File: src/rtl/ctl_master_if.sv
// Host request/response port and configuration ring port of ctl_master.
interface ctl_master_if;
   localparam int unsigned FLIT_W = 134;
   localparam int unsigned MID_W  = 8;
   localparam int unsigned DATA_W = 32;
   localparam int unsigned ERR_W  = 2;

   logic              req_valid;
   logic              req_ready;
   logic              req_write;
   logic [MID_W-1:0]  req_dst_mid;
   logic [DATA_W-1:0] req_addr;
   logic [DATA_W-1:0] req_wdata;
   logic              rsp_valid;
   logic [ERR_W-1:0]  rsp_err;
   logic [DATA_W-1:0] rsp_rdata;
   logic [FLIT_W-1:0] cout_ctl_data;
   logic              cout_ctl_data_wr;
   logic              cin_ctl_ready;
   logic [FLIT_W-1:0] cin_ctl_data;
   logic              cin_ctl_data_wr;
   logic              cout_ctl_ready;

   // Register-access master view.
   modport master (
      input  req_valid, req_write, req_dst_mid, req_addr, req_wdata,
      input  cin_ctl_ready, cin_ctl_data, cin_ctl_data_wr,
      output req_ready, rsp_valid, rsp_err, rsp_rdata,
      output cout_ctl_data, cout_ctl_data_wr, cout_ctl_ready
   );

   // Host and ring environment view.
   modport slave (
      output req_valid, req_write, req_dst_mid, req_addr, req_wdata,
      output cin_ctl_ready, cin_ctl_data, cin_ctl_data_wr,
      input  req_ready, rsp_valid, rsp_err, rsp_rdata,
      input  cout_ctl_data, cout_ctl_data_wr, cout_ctl_ready
   );
endinterface

File: src/rtl/ctl_master.sv
// Configuration-ring register access master: turns host read/write requests
// into two-flit packets and matches the returning read responses.
module ctl_master #(
   parameter logic [7:0]  OWN_MID = 8'd1,
   parameter logic [15:0] TIMEOUT = 16'd1024
) (
   input logic          clk,
   input logic          rst,
   ctl_master_if.master bus
);
   localparam int unsigned FLIT_W = 134;
   localparam int unsigned SEQ_W  = 12;
   localparam int unsigned MID_W  = 8;
   localparam int unsigned DATA_W = 32;
   localparam int unsigned TMR_W  = 16;
   localparam int unsigned ERR_W  = 2;

   localparam logic [1:0]       TAG_HDR     = 2'b01;
   localparam logic [1:0]       TAG_TAIL    = 2'b10;
   localparam logic [3:0]       TYPE_RD     = 4'b0001;
   localparam logic [3:0]       TYPE_WR     = 4'b0010;
   localparam logic [3:0]       TYPE_RSP    = 4'b1011;
   localparam logic [ERR_W-1:0] ERR_OK      = 2'b00;
   localparam logic [ERR_W-1:0] ERR_TIMEOUT = 2'b01;
   localparam logic [ERR_W-1:0] ERR_NORSP   = 2'b10;

   typedef enum logic [1:0] {IDLE, SEND_HDR, SEND_TAIL, WAIT_RSP} state_t;

   state_t            state_q, state_d;
   logic [SEQ_W-1:0]  seq_q, seq_d;
   logic              write_q, write_d;
   logic [MID_W-1:0]  dst_q, dst_d;
   logic [DATA_W-1:0] addr_q, addr_d;
   logic [DATA_W-1:0] wdata_q, wdata_d;
   logic [TMR_W-1:0]  timer_q, timer_d;
   logic              got_hdr_q, got_hdr_d;
   logic              no_rsp_q, no_rsp_d;
   logic [DATA_W-1:0] cap_q, cap_d;
   logic              req_ready_q, req_ready_d;
   logic              rsp_valid_q, rsp_valid_d;
   logic [ERR_W-1:0]  rsp_err_q, rsp_err_d;
   logic [DATA_W-1:0] rsp_rdata_q, rsp_rdata_d;
   logic [FLIT_W-1:0] cout_data_q, cout_data_d;
   logic              cout_wr_q, cout_wr_d;

   logic [FLIT_W-1:0] cin;
   logic [FLIT_W-1:0] hdr_flit;
   logic              accept, in_wait, is_hdr, is_tail;
   logic              rsp_match, norsp_match, done_tail, timeout_hit;
   logic              unused_cin_bits;

   assign cin             = bus.cin_ctl_data;
   assign unused_cin_bits = ^{cin[131:128], cin[95:32]};

   assign accept  = bus.req_valid && req_ready_q;
   assign in_wait = (state_q == WAIT_RSP);
   assign is_hdr  = bus.cin_ctl_data_wr && (cin[133:132] == TAG_HDR);
   assign is_tail = bus.cin_ctl_data_wr && (cin[133:132] == TAG_TAIL);

   // A genuine read response addressed back to us for the outstanding seq.
   assign rsp_match = in_wait && is_hdr && (cin[127:124] == TYPE_RSP) &&
                      (cin[123:112] == seq_q) && (cin[103:96] == OWN_MID) &&
                      (cin[111:104] == dst_q);
   // Our own read request travelled the whole ring without being claimed.
   assign norsp_match = in_wait && is_hdr && (cin[126:124] == 3'b001) &&
                        (cin[123:112] == seq_q) && (cin[111:104] == OWN_MID) &&
                        (cin[103:96] == dst_q);
   assign done_tail   = in_wait && is_tail && (got_hdr_q || no_rsp_q);
   assign timeout_hit = in_wait && (timer_q == TIMEOUT);

   assign hdr_flit = {TAG_HDR, 4'b0000, write_q ? TYPE_WR : TYPE_RD, seq_q,
                      OWN_MID, dst_q, addr_q, 32'h0, write_q ? wdata_q : 32'h0};

   // State register.
   always_ff @(posedge clk or posedge rst) begin
      if (rst) state_q <= IDLE;
      else     state_q <= state_d;
   end

   // Next-state logic.
   always_comb begin
      state_d = state_q;
      case (state_q)
         IDLE:      if (accept) state_d = SEND_HDR;
         SEND_HDR:  if (bus.cin_ctl_ready) state_d = SEND_TAIL;
         SEND_TAIL: if (bus.cin_ctl_ready) state_d = write_q ? IDLE : WAIT_RSP;
         WAIT_RSP:  if (done_tail || timeout_hit) state_d = IDLE;
         default:   state_d = IDLE;
      endcase
   end

   // Output and datapath next values; flits and pulses default to idle.
   always_comb begin
      seq_d       = seq_q;
      write_d     = write_q;
      dst_d       = dst_q;
      addr_d      = addr_q;
      wdata_d     = wdata_q;
      timer_d     = timer_q;
      got_hdr_d   = got_hdr_q;
      no_rsp_d    = no_rsp_q;
      cap_d       = cap_q;
      rsp_valid_d = 1'b0;
      rsp_err_d   = rsp_err_q;
      rsp_rdata_d = rsp_rdata_q;
      cout_data_d = '0;
      cout_wr_d   = 1'b0;
      req_ready_d = (state_d == IDLE);
      case (state_q)
         IDLE: begin
            if (accept) begin
               seq_d   = seq_q + SEQ_W'(1);
               write_d = bus.req_write;
               dst_d   = bus.req_dst_mid;
               addr_d  = bus.req_addr;
               wdata_d = bus.req_wdata;
            end
         end
         SEND_HDR: begin
            if (bus.cin_ctl_ready) begin
               cout_data_d = hdr_flit;
               cout_wr_d   = 1'b1;
            end
         end
         SEND_TAIL: begin
            if (bus.cin_ctl_ready) begin
               cout_data_d = {TAG_TAIL, 132'h0};
               cout_wr_d   = 1'b1;
               if (write_q) begin
                  rsp_valid_d = 1'b1;
                  rsp_err_d   = ERR_OK;
                  rsp_rdata_d = '0;
               end else begin
                  timer_d   = '0;
                  got_hdr_d = 1'b0;
                  no_rsp_d  = 1'b0;
               end
            end
         end
         WAIT_RSP: begin
            timer_d = timer_q + TMR_W'(1);
            if (rsp_match) begin
               got_hdr_d = 1'b1;
               no_rsp_d  = 1'b0;
               cap_d     = cin[31:0];
            end else if (norsp_match) begin
               got_hdr_d = 1'b0;
               no_rsp_d  = 1'b1;
            end
            // A completing tail takes priority over a simultaneous timeout.
            if (done_tail) begin
               rsp_valid_d = 1'b1;
               rsp_err_d   = got_hdr_q ? ERR_OK : ERR_NORSP;
               rsp_rdata_d = got_hdr_q ? cap_q : '0;
            end else if (timeout_hit) begin
               rsp_valid_d = 1'b1;
               rsp_err_d   = ERR_TIMEOUT;
               rsp_rdata_d = '0;
            end
         end
         default: ;
      endcase
   end

   // Datapath and registered outputs.
   always_ff @(posedge clk or posedge rst) begin
      if (rst) begin
         seq_q       <= '0;
         write_q     <= 1'b0;
         dst_q       <= '0;
         addr_q      <= '0;
         wdata_q     <= '0;
         timer_q     <= '0;
         got_hdr_q   <= 1'b0;
         no_rsp_q    <= 1'b0;
         cap_q       <= '0;
         req_ready_q <= 1'b1;
         rsp_valid_q <= 1'b0;
         rsp_err_q   <= '0;
         rsp_rdata_q <= '0;
         cout_data_q <= '0;
         cout_wr_q   <= 1'b0;
      end else begin
         seq_q       <= seq_d;
         write_q     <= write_d;
         dst_q       <= dst_d;
         addr_q      <= addr_d;
         wdata_q     <= wdata_d;
         timer_q     <= timer_d;
         got_hdr_q   <= got_hdr_d;
         no_rsp_q    <= no_rsp_d;
         cap_q       <= cap_d;
         req_ready_q <= req_ready_d;
         rsp_valid_q <= rsp_valid_d;
         rsp_err_q   <= rsp_err_d;
         rsp_rdata_q <= rsp_rdata_d;
         cout_data_q <= cout_data_d;
         cout_wr_q   <= cout_wr_d;
      end
   end

   assign bus.req_ready        = req_ready_q;
   assign bus.rsp_valid        = rsp_valid_q;
   assign bus.rsp_err          = rsp_err_q;
   assign bus.rsp_rdata        = rsp_rdata_q;
   assign bus.cout_ctl_data    = cout_data_q;
   assign bus.cout_ctl_data_wr = cout_wr_q;
   assign bus.cout_ctl_ready   = 1'b1;
endmodule

File: src/flat_wrapper.sv
// flat-port wrapper written by rule: the top's interface ports become plain ports
module ctl_master_flat 
#(
   parameter logic [7:0]  OWN_MID = 8'd1,
   parameter logic [15:0] TIMEOUT = 16'd1024
)
  (clk, rst, bus_req_valid, bus_req_write, bus_req_dst_mid, bus_req_addr, bus_req_wdata, bus_cin_ctl_ready, bus_cin_ctl_data, bus_cin_ctl_data_wr, bus_req_ready, bus_rsp_valid, bus_rsp_err, bus_rsp_rdata, bus_cout_ctl_data, bus_cout_ctl_data_wr, bus_cout_ctl_ready);
  ctl_master_if bus_i ();
  input logic clk;
  input logic rst;
  input wire logic [$bits(bus_i.req_valid)-1:0] bus_req_valid;
  input wire logic [$bits(bus_i.req_write)-1:0] bus_req_write;
  input wire logic [$bits(bus_i.req_dst_mid)-1:0] bus_req_dst_mid;
  input wire logic [$bits(bus_i.req_addr)-1:0] bus_req_addr;
  input wire logic [$bits(bus_i.req_wdata)-1:0] bus_req_wdata;
  input wire logic [$bits(bus_i.cin_ctl_ready)-1:0] bus_cin_ctl_ready;
  input wire logic [$bits(bus_i.cin_ctl_data)-1:0] bus_cin_ctl_data;
  input wire logic [$bits(bus_i.cin_ctl_data_wr)-1:0] bus_cin_ctl_data_wr;
  output wire logic [$bits(bus_i.req_ready)-1:0] bus_req_ready;
  output wire logic [$bits(bus_i.rsp_valid)-1:0] bus_rsp_valid;
  output wire logic [$bits(bus_i.rsp_err)-1:0] bus_rsp_err;
  output wire logic [$bits(bus_i.rsp_rdata)-1:0] bus_rsp_rdata;
  output wire logic [$bits(bus_i.cout_ctl_data)-1:0] bus_cout_ctl_data;
  output wire logic [$bits(bus_i.cout_ctl_data_wr)-1:0] bus_cout_ctl_data_wr;
  output wire logic [$bits(bus_i.cout_ctl_ready)-1:0] bus_cout_ctl_ready;
  assign bus_i.req_valid = bus_req_valid;
  assign bus_i.req_write = bus_req_write;
  assign bus_i.req_dst_mid = bus_req_dst_mid;
  assign bus_i.req_addr = bus_req_addr;
  assign bus_i.req_wdata = bus_req_wdata;
  assign bus_i.cin_ctl_ready = bus_cin_ctl_ready;
  assign bus_i.cin_ctl_data = bus_cin_ctl_data;
  assign bus_i.cin_ctl_data_wr = bus_cin_ctl_data_wr;
  assign bus_req_ready = bus_i.req_ready;
  assign bus_rsp_valid = bus_i.rsp_valid;
  assign bus_rsp_err = bus_i.rsp_err;
  assign bus_rsp_rdata = bus_i.rsp_rdata;
  assign bus_cout_ctl_data = bus_i.cout_ctl_data;
  assign bus_cout_ctl_data_wr = bus_i.cout_ctl_data_wr;
  assign bus_cout_ctl_ready = bus_i.cout_ctl_ready;
  ctl_master #(.OWN_MID(OWN_MID), .TIMEOUT(TIMEOUT)) u_core (.clk(clk), .rst(rst), .bus(bus_i));
endmodule
File: config.mk
export PLATFORM = sky130hd
export DESIGN_NAME = ctl_master_flat
export DESIGN_NICKNAME = d
export VERILOG_FILES = /design/src/rtl/ctl_master_if.sv /design/src/rtl/ctl_master.sv /design/src/flat_wrapper.sv
export SDC_FILE = /design/constraint.sdc
export NUM_CORES = 1
export LEC_CHECK = 0
export CAP_MARGIN = 20
export CORE_ASPECT_RATIO = 1.75
export CORE_MARGIN = 2
export CORE_UTILIZATION = 41
export DETAILED_ROUTE_END_ITERATION = 10
export PLACE_DENSITY = 0.75
export SLEW_MARGIN = 10
export SYNTH_ARGS = -nofsm -noshare
export SYNTH_HDL_FRONTEND = slang
export SYNTH_SLANG_ARGS = --single-unit
File: constraint.sdc
create_clock -name clk -period 8.5 [get_ports clk]
set_clock_uncertainty 0.15 [all_clocks]
set_input_delay 1.7 -clock clk [delete_from_list [all_inputs] [get_ports clk]]
set_output_delay 1.7 -clock clk [all_outputs]
set_load 0.02 [all_outputs]
# Word-level counts from Yosys, hierarchy flattened
# Cells that the tools add are included.
# Widths: inputs -> output; s select.
# word_totals
ff_bits	308
word_cells	103
# op_classes
n_mux	41
reduce_logical	26
add_sub_neg	2
n_eq_ne	18
# ops
operator	count
$pmux 134 s2	1
$mux 32	6
$mux 134	1
$mux 133	1
$pmux 32 s2	1
$mux 16	2
$pmux 16 s2	1
$mux 2	11
$add 16x1->16 const B	1
$eq 16x11->1 const B	1
$eq 8x1->1 const B	2
$eq 8x8->1	2
$logic_and 1x1->1	15
$add 12x1->12 const B	1
$eq 12x12->1	1
$mux 1	12
$pmux 2 s4	1
$reduce_and 4->1	2
$eq 2x2->1 const B	3
$ne 3x3->1 const B	2
$pmux 1 s2	3
$eq 2x1->1 const B	2
$eq 4x4->1 const B	1
$logic_not 2->1	2
9 further kinds	12

# Depth between registers and ports, before layout
# depth
word_depth	10
ltp_mapped	9

# Worst setup path after synthesis
# Ideal clock, no wire load.
# synth_path
path_type	input to register
startpoint	input bus_cin_ctl_data[101]
endpoint	register u_core.cap_q[0]
setup_time_ns	0.125
path_buffers	2
setup_slack_ns	5.268
t_arrival_ns	2.957
cell_stages	7
required_time_ns	8.225
cell_sequence	nor4b_2 nand4_1 nor3_2 nand2b_1 buf_6 buf_12 mux2_4
# synth_via
elab_chain_cells	4
# synth_rtl
item	line	source
from (decl)	flat_wrapper.sv:17	input wire logic [$bits(bus_i.cin_ctl_data)-1:0] bus_cin_ctl_data;
$eq 8x1->1	ctl_master.sv:62	(cin[123:112] == seq_q) && (cin[103:96] == OWN_MID) &&
$logic_and 1x1->1 (2 in a row)	ctl_master.sv:62	
$reduce_and 2->1 (no line)	n/a	
to (signal assigned)	ctl_master.sv:192	cap_q <= cap_d;
to (decl)	ctl_master.sv:38	logic [DATA_W-1:0] cap_q, cap_d;
# Every way passes these cells.
# A chain may end at the register's enable or synchronous reset.

# Final worst setup path
# layout_path
startpoint	input bus_req_valid
endpoint	register u_core.seq_q[9]
# layout_via
elab_chain_cells	2
# layout_rtl
item	line	source
from (decl)	flat_wrapper.sv:11	input wire logic [$bits(bus_i.req_valid)-1:0] bus_req_valid;
$logic_and 1x1->1	ctl_master.sv:55	assign accept = bus.req_valid && req_ready_q;
$reduce_and 2->1 (no line)	n/a	
to (signal assigned)	ctl_master.sv:184	seq_q <= seq_d;
to (decl)	ctl_master.sv:30	logic [SEQ_W-1:0] seq_q, seq_d;
# Every way passes these cells.

==> flow_summary.ini <==
[logic_synthesis]
ys_top_cells_by_area = dfrtp_1 (60%), mux2_2 (7.9%), mux2_4 (4.2%)
synth-edff-count = 0
avgSynthCellArea_um2 = 12.7
synthCells = 854
ys.flop_type = dfrtp_1
seq_area_frac_synth = 0.607
synth_top_area_cell = dfrtp_1
async_reset_ff_frac = 1.00
syn_area_um2 = 10800
synth_cell_types = 48
yosysWarnings = 0
synth_top_area_frac = 0.604
synth_seq_cells = 262

[floorplanning]
initial_utilization = 0.416
die_width_um = 127
row_count = 78
io_pins = 384
die_area_um2 = 27700
die-height_um = 219
core-area_um2 = 26000

[route]
drc = 0
drt_wl_total_um = 25500
drt_iter0_markers = 262
drt_pass1_iterations = 4
vias = 7210
wire_per_inst_um = 17.5
vias_per_cell = 4.95
antenna_left = 0

[cts]
clkTransAtPathRegs_ns = 0.07
cts-buffers-inserted = 25
cts_setup_buffers = 0
cts_resized = 0
cts.path.max_buffers = 3
cts_tree = done
htreeDepth = 1
cts-root-buf = clkbuf_16
numClockSinks = 262
clock_latency_ns = 0.54
cts_hold_buf = 0

[cells_and_area]
postLayoutCoreUtil = 0.559
area_growth_pct = 34.3
mostFrequentLayoutCells = clkdlybuf4s50_1 (269), dfrtp_1 (261), nand2_1 (79), mux2_2 (76), and2_1 (52)
drive_above_1_share = 0.156
layout_commonest_cell = clkdlybuf4s50_1
fin_nets = 1337

[job]
drv_cap = 0

[pwr]
p_leak_nw = 6.57
vdd_drop_max_mv = 0.228
p_per_area_nw_per_um2 = 269
finalPower_mw = 3.91

[timing]
rsz0062_at_grt = no
fmax_mhz = 266
worst_pin_slew_ns = 0.995
hold_violations = 0
drv_slew = 0
worst_hold_slack_ns = 0.322
setup_ws_ns = 4.74
maxSlewHeadroom = 0.336
setup_viol = 0
fin_crit_sh = 0.443
period_minus_slack_ns = 3.76
tns_ns = 0

[setup_path]
critPathKind = in2reg
cp.arrival_ns = 4.04
reg2reg_from = u_core.state_q[1]
required_ns = 8.78
reg2reg_depth = 8
cp_max_fo = 43
end_kind = flip-flop
critPathLaunchType = input pin
critical_path.startpoint = bus_req_valid

[worst_hold_path]
whs_path_depth = 1
worstHoldPathType = reg2reg
hp-start = u_core.addr_q[18]

[grt]
grt_pass1_wl_um = 39600
grt_max_degree = 186
grt_usage = 0.180
grt_pass1_vias = 7427
grt.overflow.total = 0
antenna_found_initial = 2

[placed_design]
dp_hpwl_um = 17500
place_ws_ns = 4.12
io_buffer_count = 269
place_congestion = 0.810

[run_status]
status = finished, final reports clean
==> layout make-up <==
cell class	instances	area, um2
diodes	1	2.50
clock buffers	32	682
clock inverters	14	180
fillers	2160	11400
inverters	13	52.6
multi-input cells	537	3830
flip-flops and latches	262	6560
well taps	320	400
repair buffers	278	2810
==> flip-flops by register name, summed over array words and instances (netlist names), 2 cells and up <==
name / flops
u_core.wdata_q: 32
u_core.bus.cout_ctl_data: 88
u_core.state_q: 2
u_core.seq_q: 12
u_core.bus.rsp_rdata: 32
u_core.addr_q: 32
u_core.dst_q: 8
u_core.bus.rsp_err: 2
u_core.timer_q: 16
u_core.cap_q: 32
==> cells by family after synthesis <==
kind of cell	count (synthesis)	synth area share
AOI/OAI and AO/OA	64	0.0336
xor gates and xnor gates	47	0.0381
adders and majority gates	8	0.00926
buffers and inverters	99	0.0576
DFF	262	0.607
muxes	106	0.121
other	2	0.000695
and+or+nand+nor	266	0.133
==> layer usage <==
metal	wire, um	share of wire	up-vias	GRT usage
met4	1090	0.043	2	0.0850
met5	11	0.00043	-	0
met1	9580	0.38	3560	0.207
met2	13200	0.52	262	0.318
met3	1610	0.063	63	0.0388
li1	-	-	3323	-
==> path summary, 6_finish.rpt <==
| check | slack (ns) | end |
|---|---|---|
| worst min register to register | 0.32 | u_core.bus.cout_ctl_data[82] |
| worst max register to register | 5.68 | u_core.seq_q[9] |
| max in group asynchronous | 5.28 | u_core.addr_q[18] |
| min in group asynchronous | 1.62 | u_core.wdata_q[4] |
| worst max-delay path | 4.74 | u_core.seq_q[9] |
| worst min-delay path | 0.32 | u_core.bus.cout_ctl_data[82] |
==> per-stage QoR <==
step | instances | instance area [um2]
final | 1457 | 14500
after detailed placement | 1408 | 13600
after global placement | 1408 | 13600
after CTS | 1454 | 14500
after global routing | 1457 | 14500
after floorplan | 898 | 11000
==> cell usage after synthesis (6+ instances only) <==
cell type    n
a21oi_1      9
and2_1      52
and3_1      36
buf_2        6
buf_4       50
clkbuf_1    26
dfrtp_1    261
ha_1         8
inv_1       13
mux2_2      76
mux2_4      30
nand2_1     79
nand3_1     13
nand4_1     12
nor2_1      24
nor3_1       6
nor4_1       9
o21ai_0     45
or3_1        9
xnor2_1     25
xor2_1      22
==> report_power, final <==
part,internal (mW),switching [mW]
combinational,0.521,0.520
sequential,1.52,0.173
clock,0.691,0.481
==> worst max-delay path, cell delays in order <==
cell	delay, ns
clkdlybuf4s50_1	0.49
and3_4	0.55
buf_4	0.57
nand3_1	0.19
nor2_1	0.25
nand3_1	0.12
xnor2_1	0.14
No activity file was read; power rests on OpenSTA's default activity.
